==> src/rtl/ifetch_pkg.sv <==
// Shared defaults for the instruction prefetch queue.
package ifetch_pkg;

  localparam int unsigned IFETCH_A_WIDTH  = 12;
  localparam int unsigned IFETCH_D_WIDTH  = 8;
  localparam int unsigned IFETCH_DEPTH    = 4;
  localparam int unsigned IFETCH_RESET_PC = 0;

endpackage

==> src/rtl/ifetch_fifo.sv <==
// Prefetch queue storage: power-of-two ring buffer with occupancy count.
// A flush empties the queue by moving the tail onto the head, so the
// head word seen while empty does not move.
module ifetch_fifo #(
  parameter int unsigned WIDTH = 20,
  parameter int unsigned DEPTH = 4
) (
  input  logic                     clk,
  input  logic                     reset,
  input  logic                     push,
  input  logic                     pop,
  input  logic                     flush,
  input  logic [WIDTH-1:0]         din,
  output logic [$clog2(DEPTH):0]   level,
  output logic [WIDTH-1:0]         dout
);

  localparam int unsigned PW = $clog2(DEPTH);
  localparam logic [PW:0] FULL_L = (PW+1)'(DEPTH);

  logic [WIDTH-1:0] mem [DEPTH];
  logic [PW-1:0]    wr_ptr;
  logic [PW-1:0]    rd_ptr;
  logic             do_pop;

  assign do_pop = pop && (level != '0);
  assign dout   = mem[rd_ptr];

  // Storage, pointers and occupancy update.
  always_ff @(posedge clk or negedge reset) begin
    if (!reset) begin
      for (int i = 0; i < int'(DEPTH); i++) mem[i] <= '0;
      wr_ptr <= '0;
      rd_ptr <= '0;
      level  <= '0;
    end else if (flush) begin
      wr_ptr <= rd_ptr;
      level  <= '0;
    end else begin
      if (push) begin
        mem[wr_ptr] <= din;
        wr_ptr      <= wr_ptr + PW'(1);
      end
      if (do_pop) rd_ptr <= rd_ptr + PW'(1);
      case ({push, do_pop})
        2'b10:   level <= level + (PW+1)'(1);
        2'b01:   level <= level - (PW+1)'(1);
        default: level <= level;
      endcase
    end
  end

  // The issue throttle upstream must keep writes away from a full queue.
  a_no_push_full: assert property (@(posedge clk) disable iff (!reset)
    !(push && !flush && level == FULL_L));

endmodule

==> src/rtl/ifetch_queue.sv <==
// Instruction prefetcher: issues sequential reads to a synchronous memory,
// buffers returned opcodes with their addresses, and restarts on redirect.
module ifetch_queue
  import ifetch_pkg::*;
#(
  parameter int unsigned A_WIDTH  = IFETCH_A_WIDTH,
  parameter int unsigned D_WIDTH  = IFETCH_D_WIDTH,
  parameter int unsigned DEPTH    = IFETCH_DEPTH,
  parameter int unsigned RESET_PC = IFETCH_RESET_PC
) (
  input  logic                     clk,
  input  logic                     reset,
  input  logic                     redirect,
  input  logic [A_WIDTH-1:0]       redirect_pc,
  output logic                     ice,
  output logic [A_WIDTH-1:0]       ia,
  input  logic [D_WIDTH-1:0]       id,
  output logic [D_WIDTH-1:0]       opcode,
  output logic [A_WIDTH-1:0]       opcode_pc,
  output logic                     opcode_valid,
  input  logic                     ack_in,
  output logic [$clog2(DEPTH):0]   level
);

  localparam int unsigned LW = $clog2(DEPTH) + 1;
  localparam int unsigned EW = A_WIDTH + D_WIDTH;
  localparam logic [LW:0] DEPTH_L = (LW+1)'(DEPTH);

  logic [A_WIDTH-1:0] fetch_pc;
  logic               inflight_v;
  logic [A_WIDTH-1:0] inflight_pc;
  logic [LW:0]        occupancy;
  logic               issue_ok;
  logic               push;
  logic               pop;
  logic [EW-1:0]      head;

  // Queue entries plus the outstanding fetch must fit in the queue.
  assign occupancy = {1'b0, level} + (LW+1)'(inflight_v);
  assign issue_ok  = occupancy < DEPTH_L;

  // Memory request: redirect always issues, otherwise throttle on space.
  assign ice = reset && (redirect || issue_ok);
  assign ia  = redirect ? redirect_pc : fetch_pc;

  // Redirect discards the old returning word and any pop.
  assign push = inflight_v && !redirect;
  assign pop  = opcode_valid && ack_in && !redirect;

  assign opcode_valid = (level != '0);
  assign opcode_pc    = head[EW-1:D_WIDTH];
  assign opcode       = head[D_WIDTH-1:0];

  // Fetch address and in-flight tracking.
  always_ff @(posedge clk or negedge reset) begin
    if (!reset) begin
      fetch_pc    <= A_WIDTH'(RESET_PC);
      inflight_v  <= 1'b0;
      inflight_pc <= '0;
    end else if (redirect) begin
      fetch_pc    <= redirect_pc + A_WIDTH'(1);
      inflight_v  <= 1'b1;
      inflight_pc <= redirect_pc;
    end else begin
      inflight_v <= issue_ok;
      if (issue_ok) begin
        inflight_pc <= fetch_pc;
        fetch_pc    <= fetch_pc + A_WIDTH'(1);
      end
    end
  end

  ifetch_fifo #(
    .WIDTH (EW),
    .DEPTH (DEPTH)
  ) u_fifo (
    .clk   (clk),
    .reset (reset),
    .push  (push),
    .pop   (pop),
    .flush (redirect),
    .din   ({inflight_pc, id}),
    .level (level),
    .dout  (head)
  );

endmodule
==> config.mk <==
export PLATFORM = sky130hd
export DESIGN_NAME = ifetch_queue
export DESIGN_NICKNAME = d
export VERILOG_FILES = /design/src/rtl/ifetch_pkg.sv /design/src/rtl/ifetch_fifo.sv /design/src/rtl/ifetch_queue.sv
export SDC_FILE = /design/constraint.sdc
export NUM_CORES = 1
export LEC_CHECK = 0
export ABC_AREA = 1
export ABC_CLOCK_PERIOD_IN_PS = 2300
export BUFFER_PORTS_ARGS = -buffer_cell sky130_fd_sc_hd__buf_2
export CAP_MARGIN = 20
export CELL_PAD_IN_SITES_DETAIL_PLACEMENT = 1
export CELL_PAD_IN_SITES_GLOBAL_PLACEMENT = 2
export CORE_MARGIN = 4
export CORE_UTILIZATION = 35
export DETAILED_ROUTE_END_ITERATION = 8
export GPL_ROUTABILITY_DRIVEN = 0
export PLACE_DENSITY = 0.82
export SYNTH_ARGS = -nofsm -noshare
export SYNTH_HDL_FRONTEND = slang
export SYNTH_HIERARCHICAL = 1
export SYNTH_SLANG_ARGS = --single-unit
==> constraint.sdc <==
create_clock -name clk -period 2.3 [get_ports clk]
set_clock_uncertainty 0.1 [all_clocks]
set_input_delay 0.115 -clock clk [delete_from_list [all_inputs] [get_ports clk]]
set_output_delay 0.115 -clock clk [all_outputs]
set_load 0.05 [all_outputs]
After elaboration in Yosys (flattened, before gate mapping)

Index checks and enable logic that the tools add are counted.

Add/subtract/negate cells: 7
Multipliers: 0
Divide/modulo/power cells: 0
Order comparisons: 4
Eq/ne operators: 2
Shift-type cells: 0
Muxes and demuxes: 16
Bitwise logic cells: 3
Reductions and logical operators: 14

Operators by type and width:

| kind                                                     | count |
|---|---|
| bitwise mux 80 bit                                       | 1 |
| two-way mux 12 bit                                       | 5 |
| two-way mux 20 bit                                       | 3 |
| binary-select mux 20 bit (select 2 bit)                  | 1 |
| demux 20 bit (select 2 bit)                              | 1 |
| adder 12 x 1 -> 12 bit, second input constant            | 2 |
| greater-or-equal comparator 3 bit, second input constant | 2 |
| logical AND 1 bit                                        | 6 |
| NOT 2 -> 3 bit                                           | 2 |
| case mux 3 bit (2 select lines)                          | 1 |
| nonzero test 3 bit                                       | 2 |
| adder 2 x 1 -> 2 bit, second input constant              | 2 |
| adder 3 x 1 -> 4 bit                                     | 1 |
| < comparator 4 x 3 -> 1 bit, second input constant       | 1 |
| two-way mux 2 bit                                        | 2 |
| AND reduction 2 bit                                      | 2 |
| nonzero test 2 bit                                       | 2 |
| adder 3 x 1 -> 3 bit, second input constant              | 1 |
| < comparator 3 x 1 -> 1 bit, second input constant       | 1 |
| two-way mux 3 bit                                        | 1 |
| subtractor 3 x 1 -> 3 bit, second input constant         | 1 |
| == test 2 x 1 -> 1 bit, second input constant            | 1 |
| == test 2 bit, second input constant                     | 1 |
| logical NOT 1 bit                                        | 1 |
| 3 further kinds                                          | 3 |

Bits in registers: 112
Bits in latches: 0
RAM bits: 0
Memory bits (read-only): 0
Input port bits: 24
Word-level logic and storage cells: 56
Memories kept: 0

Longest topological paths before layout

Gate-level depths: netlist of run 1.

Depth after elaboration: 7
Gate-level depth with buffers: 14
Depth with buffers taken out: 13

By module

Netlist of run 1, hierarchy kept.

By module, submodules not included:

| module       | times used | cells each | area each (sq um) | sequential area each (sq um) |
|---|---|---|---|---|
| ifetch_fifo  | 1          | 445        | 3833.7            | 2177.1 |
| ifetch_queue | 1          | 192        | 1511.4            | 625.6 |

Least setup slack after synthesis of run 1

Ideal clock, no wire load.

Kind: reg2reg
Start: reg u_fifo.level[2]
End: reg u_fifo.level[2]
Setup time: 0.119 ns
Arrival: 2.040 ns
Required time: 2.081 ns
Path slack: 0.041 ns
Cell stages (with the launch flop): 14
Path buffers: 0
Period minus slack after synthesis: 2.259 ns
Path through: dfrtp_1 -> inv_1 -> nand2_1 -> nor2_1 -> nor2_1 -> nand3_1 -> inv_1 -> fa_1 -> xnor2_1 -> inv_1 -> nand2_1 -> nand2_1 -> nand2_1 -> nand2_1

Word-level cells in the longest chain between the ends: 7
Elaborated cells on any way between the ends: 11
Classes of those cells: 2 x add/sub; 2 x eq/ne; 2 x mux; 5 x reduce/logical

Ends and longest elaborated chain:

| what                                                    | line               | RTL |
|---|---|---|
| from (decl)                                             | ifetch_fifo.sv:14  | `output logic [$clog2(DEPTH):0] level,` |
| from (signal assigned)                                  | ifetch_fifo.sv:46  | `2'b10: level <= level + (PW+1)'(1);` |
| from (signal assigned)                                  | ifetch_fifo.sv:47  | `2'b01: level <= level - (PW+1)'(1);` |
| from (signal assigned)                                  | ifetch_fifo.sv:48  | `default: level <= level;` |
| nonzero test 3 bit *                                    | ifetch_queue.sv:50 | `assign opcode_valid = (level != '0);` |
| logical AND 1 bit * (2 in a row)                        | ifetch_queue.sv:48 | `assign pop = opcode_valid && ack_in && !redirect;` |
| named net pop                                           | ifetch_queue.sv:35 | `logic pop;` |
| logical AND 1 bit *                                     | ifetch_fifo.sv:26  | `assign do_pop = pop && (level != '0);` |
| == test 2 x 1 -> 1 bit or == test 2 bit (tied branches) | ifetch_fifo.sv:45  | `case ({push, do_pop})` |
| case mux 3 bit (2 select lines)                         | ifetch_fifo.sv:45  |  |
| two-way mux 3 bit                                       | ifetch_fifo.sv:36  | `end else if (flush) begin` |

Mark *: on every way through the listed nets, which the timed path passes. The rest lies on a longest branch.
A chain may end at the register's enable or synchronous reset.

Worst setup path in the final report of run 1

Ends and elaborated chain as after synthesis.

==> metrics, run 1 <==
Detail Placement HPWL just under 10000 um; area of the die 17300 um2; crit path from u_fifo/level[2]$_DFFE_PN0P_; count of vias placed by the detailed router roughly 4.5k; routed wirelength normalized by instance count 16.2 um; clock root buffer sky130_fd_sc_hd__clkbuf_16; number of antenna violations at the first check in global routing 0; dpl cells between 800 and 900; reg-to-reg critical path startpoint u_fifo/level[2]$_DFFE_PN0P_; Worst setup SP type flip-flop; cell taking the most area after synthesis sky130_fd_sc_hd__dfrtp_1; result of the run complete, no violations; leading cell types by total area after synthesis sky130_fd_sc_hd__dfrtp_1 (52%), sky130_fd_sc_hd__nand2_1 (12%), sky130_fd_sc_hd__o21ai_1 (7.5%); post-synthesis sequential element count 112; Crit Path Class reg2reg; number of synthesized flops with an enable pin 0; largest net degree at the start of global routing 55; biggest fanout along the worst timing path 5; measured slew at the worst slew-check pin ~480 ps; count of endpoints failing setup in the final report 0; per-instance average area after synthesis about 8.4 um2; synthesis-to-finish area growth 17.6%; clock latency reported for the late side of the worst-skew pair about 350 ps; clock sink count around 110; Slew Viols, Final 0; P_leak just over 0.003 uW; combined area of all synthesized cells around 5300 um2; Crit path arrival time between 2000 and 2500 ps; clock slew at reported path FFs about 70 ps; top-count cell post-synth sky130_fd_sc_hd__nand2_1; max frequency between 400 and 500 MHz; total power density per cell area 1400 nW/um2; cell count after synthesis between 600 and 700; TritonCTS clock tree done; residual antenna-violating net count after detailed routing 0; Inserted Diodes 0; Yosys warning count 6; sum of negative setup slack 0 ps; ratio of cells with drive above 1 in the final layout between 10% and 20%; Max-Slew Margin vs Limit 67.9%; nature of the critical path endpoint flip-flop; vias in the first global route 4843; remaining global-route overflow 0; Crit path required time roughly 2400 ps; Boundary Pins between 60 and 70; global-route wire length before repair 24600 um; total clock buffers created by CTS 9; top post-synthesis cells by count sky130_fd_sc_hd__nand2_1 (175), sky130_fd_sc_hd__dfrtp_1 (112), sky130_fd_sc_hd__o21ai_1 (80); final critical-path required period 2160 ps; Initial Util a little over a third; area share of the largest cell type after synthesis between 50 and 60%; max-capacitance violation count 0; die width between 100 and 150 um; number of rows in the core area 44; iteration count of the initial detailed-routing pass 4; Post-synth top flop sky130_fd_sc_hd__dfrtp_1; total core area 14800 um2; initial drt markers ~170; count of H-tree levels built during CTS 3; net count of the mapped netlist 667; count of unique library cells instantiated by Yosys 31; number of nets in the final layout between 700 and 800; routed via count divided by cell count ~5; DRC violations left 0; buffers added on ports 60; number of hold-slack violations in the final timing report 0; worst min-delay path startpoint redirect_pc[2]; Max VDD drop 0.000471 V; deepest clock path buffer count 2; share of async-settable or async-resettable flops after synthesis 100%; global-route usage over all layers between 10% and 20%; class of the worst hold path in2reg; non-filler instance count after layout 890; sequential element share of the synthesized area 52.4%; wire length reported by the detailed router 14500 um; final cycle utilization of the critical path about 94%; Die Y-Extent 132 um
[worst paths after layout]
path                                               end  slack, ps  cells after the start
hold reg to reg             u_fifo/mem[36]$_DFFE_PN0P_        390                      2
setup / recovery           u_fifo/level[2]$_DFFE_PN0P_        140                     13
hold / removal              inflight_pc[2]$_DFFE_PN0P_         30                      3
min in group asynchronous   u_fifo/mem[63]$_DFFE_PN0P_        140                      2
max in group asynchronous   u_fifo/mem[20]$_DFFE_PN0P_       1150                      3
setup reg to reg           u_fifo/level[2]$_DFFE_PN0P_        140                     13
[critical path, cell delays in order (launching register included)]
cell                      delay, ps
sky130_fd_sc_hd__dfrtp_2        440
sky130_fd_sc_hd__inv_1           80
sky130_fd_sc_hd__nand2_1        110
sky130_fd_sc_hd__nor2_2         170
sky130_fd_sc_hd__nor2_1          90
sky130_fd_sc_hd__nand3_1        110
sky130_fd_sc_hd__inv_1           90
sky130_fd_sc_hd__fa_1           410
sky130_fd_sc_hd__xnor2_2        180
sky130_fd_sc_hd__inv_1           60
sky130_fd_sc_hd__nand2_1         70
sky130_fd_sc_hd__nand2_1         50
sky130_fd_sc_hd__nand2_1         60
sky130_fd_sc_hd__nand2_1         40
[sequential cells by signal (all words and copies together), names as in the netlist]
register,flops
inflight_v,1
u_fifo/wr_ptr,2
fetch_pc,12
u_fifo/rd_ptr,2
inflight_pc,12
u_fifo/level,3
u_fifo/mem,80
[per-stage QoR]
stage	cell area, um2	setup slack [ps]	hold WS [ps]	total power (uW)	utilization (%)
6_report	6290	138	27.0	8780	42.6
5_1_grt	6290	-39.1	58.3	9400	42.6
4_1_cts	6270	97.5	12.0	8890	42.5
3_5_place_dp	5850	118	-17.7	7160	39.6
3_3_place_gp	5850	302	-21.5	7010	39.6
2_1_floorplan	5350	41.2	-281	6040	-
[kinds of logic after synthesis]
| logic type | synth area share, % |
|---|---|
| compound gates | 15.7 |
| xor+xnor | 0.819 |
| fa+ha+maj | 1.54 |
| buf+inv | 6.86 |
| flops | 52.4 |
| simple gates | 22.6 |
[routing by layer]
| metal | global-route usage, % | part of all wire [%] | wire length (um) |
|---|---|---|---|
| met1 | 22.9 | 48 | 6970 |
| met2 | 28.9 | 47 | 6800 |
| met3 | 2.71 | 2.8 | 412 |
| met4 | 6.77 | 1.9 | 278 |
| met5 | 0 | 0 | 0 |
[where the power goes]
group	total [uW]	switching [uW]	internal, uW
Combinational	3970	2870	1100
Clock	1670	709	964
Sequential	3130	414	2720
Total	8780	3990	4790
[timing repair]
action | in CTS | in global routing
setup endpoints to repair | 0 | 1
gates resized for setup | 0 | 3
hold endpoints to repair | 57 | 0
hold buffers | 10 | 0
setup buffers | 0 | 1
[cells in the final DEF (no fill, tap or decap), types with 2 or more instances in the layout]
cell | netlist | routed
sky130_fd_sc_hd__nand2_4 | 7 | 7
sky130_fd_sc_hd__buf_12 | 1 | 3
sky130_fd_sc_hd__o21ai_1 | 80 | 80
sky130_fd_sc_hd__dfrtp_1 | 112 | 111
sky130_fd_sc_hd__clkbuf_8 | 0 | 4
sky130_fd_sc_hd__nand3_1 | 18 | 18
sky130_fd_sc_hd__a31oi_1 | 4 | 4
sky130_fd_sc_hd__buf_2 | 20 | 59
sky130_fd_sc_hd__nor2_4 | 5 | 5
sky130_fd_sc_hd__inv_1 | 42 | 42
sky130_fd_sc_hd__dlygate4sd3_1 | 0 | 10
sky130_fd_sc_hd__ha_1 | 5 | 5
sky130_fd_sc_hd__nor2_1 | 53 | 52
sky130_fd_sc_hd__xor2_1 | 3 | 3
sky130_fd_sc_hd__o211ai_1 | 4 | 4
sky130_fd_sc_hd__o21a_1 | 2 | 2
sky130_fd_sc_hd__nand2_2 | 14 | 14
sky130_fd_sc_hd__clkbuf_16 | 0 | 9
sky130_fd_sc_hd__o22ai_1 | 20 | 20
sky130_fd_sc_hd__buf_4 | 2 | 16
sky130_fd_sc_hd__o21ai_0 | 46 | 46
sky130_fd_sc_hd__nand2_1 | 175 | 175
sky130_fd_sc_hd__inv_2 | 2 | 2
[layout make-up]
cell class,count,area (um2)
fill,1789,8470
multi-input combinational,445,2190
sequential,112,2800
clock buffer,14,284
inverter,45,171
clock inverter,2,35.0
timing repair buffer,88,576
tap,184,230
Power figures use the tool's default switching activity.
==> inputs of run 2 (changes only) <==
==> constraint.sdc (replaced) <==
create_clock -name clk -period 2.3 [get_ports clk]
set_clock_uncertainty 0.1 [all_clocks]
set_input_delay 0.46 -clock clk [delete_from_list [all_inputs] [get_ports clk]]
set_output_delay 0.46 -clock clk [all_outputs]
set_load 0.05 [all_outputs]
==> metrics, run 2 (synthesized netlist as in run 1, its figures left out) <==
Worst setup SP type flip-flop; count of cells along the worst register-to-register path 13; Boundary Pins 61; crit path from u_fifo/rd_ptr[0]$_DFFE_PN0P_; Biggest register u_fifo/mem; Inserted Diodes 0; area used by multi-input combinational logic ~2200 um2; Die Y-Extent about 130 um; Initial Util a little over a third; reg-to-reg endpoint u_fifo/level[2]$_DFFE_PN0P_; vias in the first global route roughly 4.7k; global-route wire length before repair between 20000 and 25000 um; Crit Path Class reg2out; top library cells by usage in the layout, fill and taps aside sky130_fd_sc_hd__nand2_1 (175), sky130_fd_sc_hd__dfrtp_1 (111), sky130_fd_sc_hd__o21ai_1 (80); number of antenna violations at the first check in global routing 0; clock root buffer sky130_fd_sc_hd__clkbuf_16; max frequency roughly 450 MHz; reg-to-reg critical path startpoint u_fifo/level[2]$_DFFE_PN0P_; class of the worst hold path in2async; measured slew at the worst slew-check pin 635 ps; sequential cell area between 2000 and 3000 um2; dpl cells 868; initial drt markers ~230; CP endpoint opcode_pc[0]; sum of negative setup slack 0 ps; total clock buffers created by CTS 9; max FFs per register 80; top flop regs u_fifo/mem (80), fetch_pc (12), inflight_pc (12); buffers inserted by post-CTS timing repair 0; deepest clock path buffer count 2; iteration count of the initial detailed-routing pass 4; ratio of cells with drive above 1 in the final layout between 10% and 20%; biggest fanout along the worst timing path 14; remaining global-route overflow 0; count of endpoints failing setup in the final report 0; worst-case hold slack between 100 and 150 ps; TritonCTS clock tree done; Max-Slew Margin vs Limit 57.7%; commonest non-fill, non-tap cell in the layout sky130_fd_sc_hd__nand2_1; fillcell total between 1.5k and 2k; core occupancy in the finished layout a little over two fifths; Crit path arrival time between 1500 and 2000 ps; number of nets in the final layout approximately 730; count of H-tree levels built during CTS 3; global-route usage over all layers between 10% and 20%; area of the die approximately 17000 um2; largest net degree at the start of global routing about 110; residual antenna-violating net count after detailed routing 0; P_leak between 0.003 and 0.004 uW; routed wirelength normalized by instance count approximately 16 um; Crit path required time 1740 ps; total core area between 10000 and 15000 um2; Detail Placement HPWL 9490 um; count of vias placed by the detailed router ~4.4k; nature of the critical path endpoint output pin; clock latency reported for the late side of the worst-skew pair 350 ps; Max VDD drop 0.000528 V; clock sink count around 110; result of the run complete, no violations; final critical-path required period about 2200 ps; wire length reported by the detailed router around 14000 um; synthesis-to-finish area growth 17.7%; DRC violations left 0; final cycle utilization of the critical path a little over nine tenths; setup slack, reg-to-reg 130 ps; number of hold-slack violations in the final timing report 0; number of rows in the core area 44; RSZ-0062 raised after global routing true; Slew Viols, Final 0; die width roughly 130 um; buffers added on ports 60; max-capacitance violation count 0; routed via count divided by cell count between 5 and 6; clock slew at reported path FFs ~70 ps; total power density per cell area 1430 nW/um2; non-filler instance count after layout 885
[run 2: area by class of cell]
type	count	share of cell area [%]
multi-input combinational	445	34.9
clock buffer	11	4.02
inverter	45	2.72
sequential	112	44.6
timing repair buffer	83	9.24
clock inverter	5	0.875
tap	184	3.66
[run 2: repair_timing]
item                                    CTS  global route
endpoints found under the setup margin   14            19
resized for setup                         5            22
pin swaps                                 0             1
cloned                                    0             1
endpoints found under the hold margin     0             0
hold buffers                              0             0
[run 2: how the worst min path moves through the flow]
stage	to	slack, ps	start
finish	u_fifo/mem[6]$_DFFE_PN0P_	130	reset
global placement	inflight_pc[0]$_DFFE_PN0P_	360	inflight_pc[0]$_DFFE_PN0P_
global route	u_fifo/mem[6]$_DFFE_PN0P_	210	reset
detailed placement	inflight_pc[6]$_DFFE_PN0P_	370	inflight_pc[6]$_DFFE_PN0P_
CTS	u_fifo/mem[61]$_DFFE_PN0P_	180	reset
floorplan	fetch_pc[0]$_DFFE_PN0P_	60	reset
[run 2: worst max-delay path, stage by stage (launching register included)]
cell and delay [ps]:
sky130_fd_sc_hd__dfrtp_1 430, sky130_fd_sc_hd__inv_2 160, sky130_fd_sc_hd__clkbuf_16 200, sky130_fd_sc_hd__nor2_1 50, sky130_fd_sc_hd__o22ai_1 210, sky130_fd_sc_hd__buf_4 240
[run 2: report_power, final]
group | switching (uW) | internal (uW)
Sequential | 421 | 2720
Combinational | 2900 | 1310
Clock | 728 | 901
Total | 4050 | 4930
[run 2: per-layer routing]
| metal | routed length (um) | GRT usage, % | vias up |
|---|---|---|---|
| met4 | 210 | 6.83 | 0 |
| met3 | 347 | 2.45 | 14 |
| met5 | 0 | 0 | - |
| met1 | 7030 | 23.9 | 2186 |
| met2 | 6710 | 26.3 | 63 |
| li1 | - | - | 2184 |
[run 2: metrics by stage]
step | area (um2) | power [uW] | setup WS [ps]
6_report | 6290 | 8980 | 81.9
5_1_grt | 6290 | 9590 | -18.7
4_1_cts | 6200 | 8870 | 15.1
3_5_place_dp | 5870 | 7170 | 75.0
3_3_place_gp | 5870 | 7030 | 263
2_1_floorplan | 5350 | 6040 | 41.2
==> inputs of run 3 (changes only) <==
Settings changed: CORE_ASPECT_RATIO set to 1.1.
==> metrics, run 3 (synthesized netlist as in run 1, its figures left out) <==
result of the run complete, no violations; Detail Route met2 WL 6740 um; clock slew at reported path FFs about 70 ps; count of cells along the worst register-to-register path 13; initial drt markers between 200 and 300; number of hold-repair buffers added at the cts stage 0; commonest non-fill, non-tap cell in the layout sky130_fd_sc_hd__nand2_1; wire length on met1 6700 um; routed wirelength normalized by instance count 15.7 um; Boundary Pins 61; nature of the critical path endpoint output pin; number of antenna violations at the first check in global routing 0; max frequency 450 MHz; Max-Slew Margin vs Limit 53.4%; Biggest register u_fifo/mem; RSZ-0062 raised after global routing true; total clock buffers created by CTS 9; max-capacitance violation count 0; DRC violations left 0; final critical-path required period around 2200 ps; global-route wire length before repair about 24000 um; ratio of cells with drive above 1 in the final layout between 10% and 20%; Inserted Diodes 0; length of routed met3 wiring around 370 um; buffers added on ports 60; Design Power approximately 8900 uW; Crit path required time between 1500 and 2000 ps; deepest clock path buffer count 2; Top Metal Used met4; reg-to-reg endpoint u_fifo/level[2]$_DFFE_PN0P_; count of endpoints failing setup in the final report 0; Initial Util around 36%; top library cells by usage in the layout, fill and taps aside sky130_fd_sc_hd__nand2_1 (175), sky130_fd_sc_hd__dfrtp_1 (112), sky130_fd_sc_hd__o21ai_1 (80); global-route usage over all layers 17.6%; max FFs per register 80; final cycle utilization of the critical path between 90% and 100%; synthesis-to-finish area growth 16.8%; clock latency reported for the late side of the worst-skew pair 350 ps; P_leak slightly above 0.003 uW; iteration count of the initial detailed-routing pass 7; Crit path arrival time between 1500 and 2000 ps; setup slack, reg-to-reg ~230 ps; wire length reported by the detailed router between 10000 and 15000 um; Crit Path Class reg2out; count of H-tree levels built during CTS 3; fillcell total between 1.5k and 2k; Slew Viols, Final 0; remaining global-route overflow 0; worst-case hold slack between 50 and 60 ps; total power density per cell area 1420 nW/um2; reg-to-reg critical path startpoint u_fifo/level[0]$_DFFE_PN0P_; TritonCTS clock tree done; count of vias placed by the detailed router approximately 4.5k; class of the worst hold path in2async; residual antenna-violating net count after detailed routing 0; clock sink count roughly 110; sequential cell area around 2800 um2; number of rows in the core area 47; number of hold-slack violations in the final timing report 0; non-filler instance count after layout approximately 900; core occupancy in the finished layout about two fifths; dpl cells a little under 900; buffers inserted by post-CTS timing repair 0; area of the die about 17000 um2; vias in the first global route around 4.9k; routed via count divided by cell count 4.98; Max VDD drop roughly 0.00044 V; area used by multi-input combinational logic 2180 um2; largest net degree at the start of global routing 113; sum of negative setup slack 0 ps; measured slew at the worst slew-check pin 699 ps; Die Y-Extent 138 um; number of nets in the final layout between 700 and 800; total core area roughly 15000 um2; die width roughly 130 um; Worst setup SP type flip-flop; Detail Placement HPWL between 9000 and 10000 um; biggest fanout along the worst timing path 24; clock root buffer sky130_fd_sc_hd__clkbuf_16; top flop regs u_fifo/mem (80), fetch_pc (12), inflight_pc (12)
[run 3: layout make-up]
class / instances / share of cell area, %
Sequential cell: 112 / 44.9
Multi-Input combinational cell: 445 / 35.0
Timing Repair Buffer: 81 / 8.56
Clock buffer: 12 / 4.27
Tap cell: 196 / 3.93
Inverter: 45 / 2.75
Clock inverter: 3 / 0.641
[run 3: stage by stage]
step / area (um2) / worst slack (ps)
after floorplan: 5350 / 41.2
after global placement: 5890 / 255
after detailed placement: 5890 / 222
after CTS: 6220 / -11.0
after global routing: 6240 / -17.3
final: 6240 / 78.0
[run 3: how the worst max path moves through the flow]
stage | startpoint | to | slack (ps) | cells after the start
6_report | u_fifo/rd_ptr[0]$_DFFE_PN0P_ | opcode_pc[11] | 80 | 5
5_1_grt | u_fifo/rd_ptr[0]$_DFFE_PN0P_ | opcode_pc[11] | -20 | 5
4_1_cts | u_fifo/rd_ptr[0]$_DFFE_PN0P_ | opcode_pc[3] | -10 | 5
3_5_place_dp | u_fifo/level[2]$_DFFE_PN0P_ | u_fifo/level[2]$_DFFE_PN0P_ | 220 | 13
3_3_place_gp | redirect | u_fifo/level[2]$_DFFE_PN0P_ | 250 | 12
2_1_floorplan | u_fifo/level[2]$_DFFE_PN0P_ | u_fifo/level[2]$_DFFE_PN0P_ | 40 | 13
[run 3: worst max-delay path: stages (launching register included)]
cell                      delay [ps]
sky130_fd_sc_hd__dfrtp_1         400
sky130_fd_sc_hd__inv_1           120
sky130_fd_sc_hd__buf_8           210
sky130_fd_sc_hd__o21ai_0         120
sky130_fd_sc_hd__o22ai_1         210
sky130_fd_sc_hd__buf_4           250
[run 3: power breakdown]
group | internal, uW | switching (uW) | leakage, uW
clock | 925 | 695 | 0.000154
combinational | 1230 | 2880 | 0.00153
sequential | 2720 | 413 | 0.00140
total | 4880 | 3980 | 0.00309
[run 3: timing repair]
item | CTS | global route
setup endpoints to repair | 5 | 11
resized for setup | 6 | 9
endpoints found under the hold margin | 0 | 0
[run 3: layer usage]
metal,up-vias,global-route usage (%)
li1,2187,-
met3,13,2.56
met4,0,6.50
met5,-,0
met1,2186,23.2
met2,66,29.8
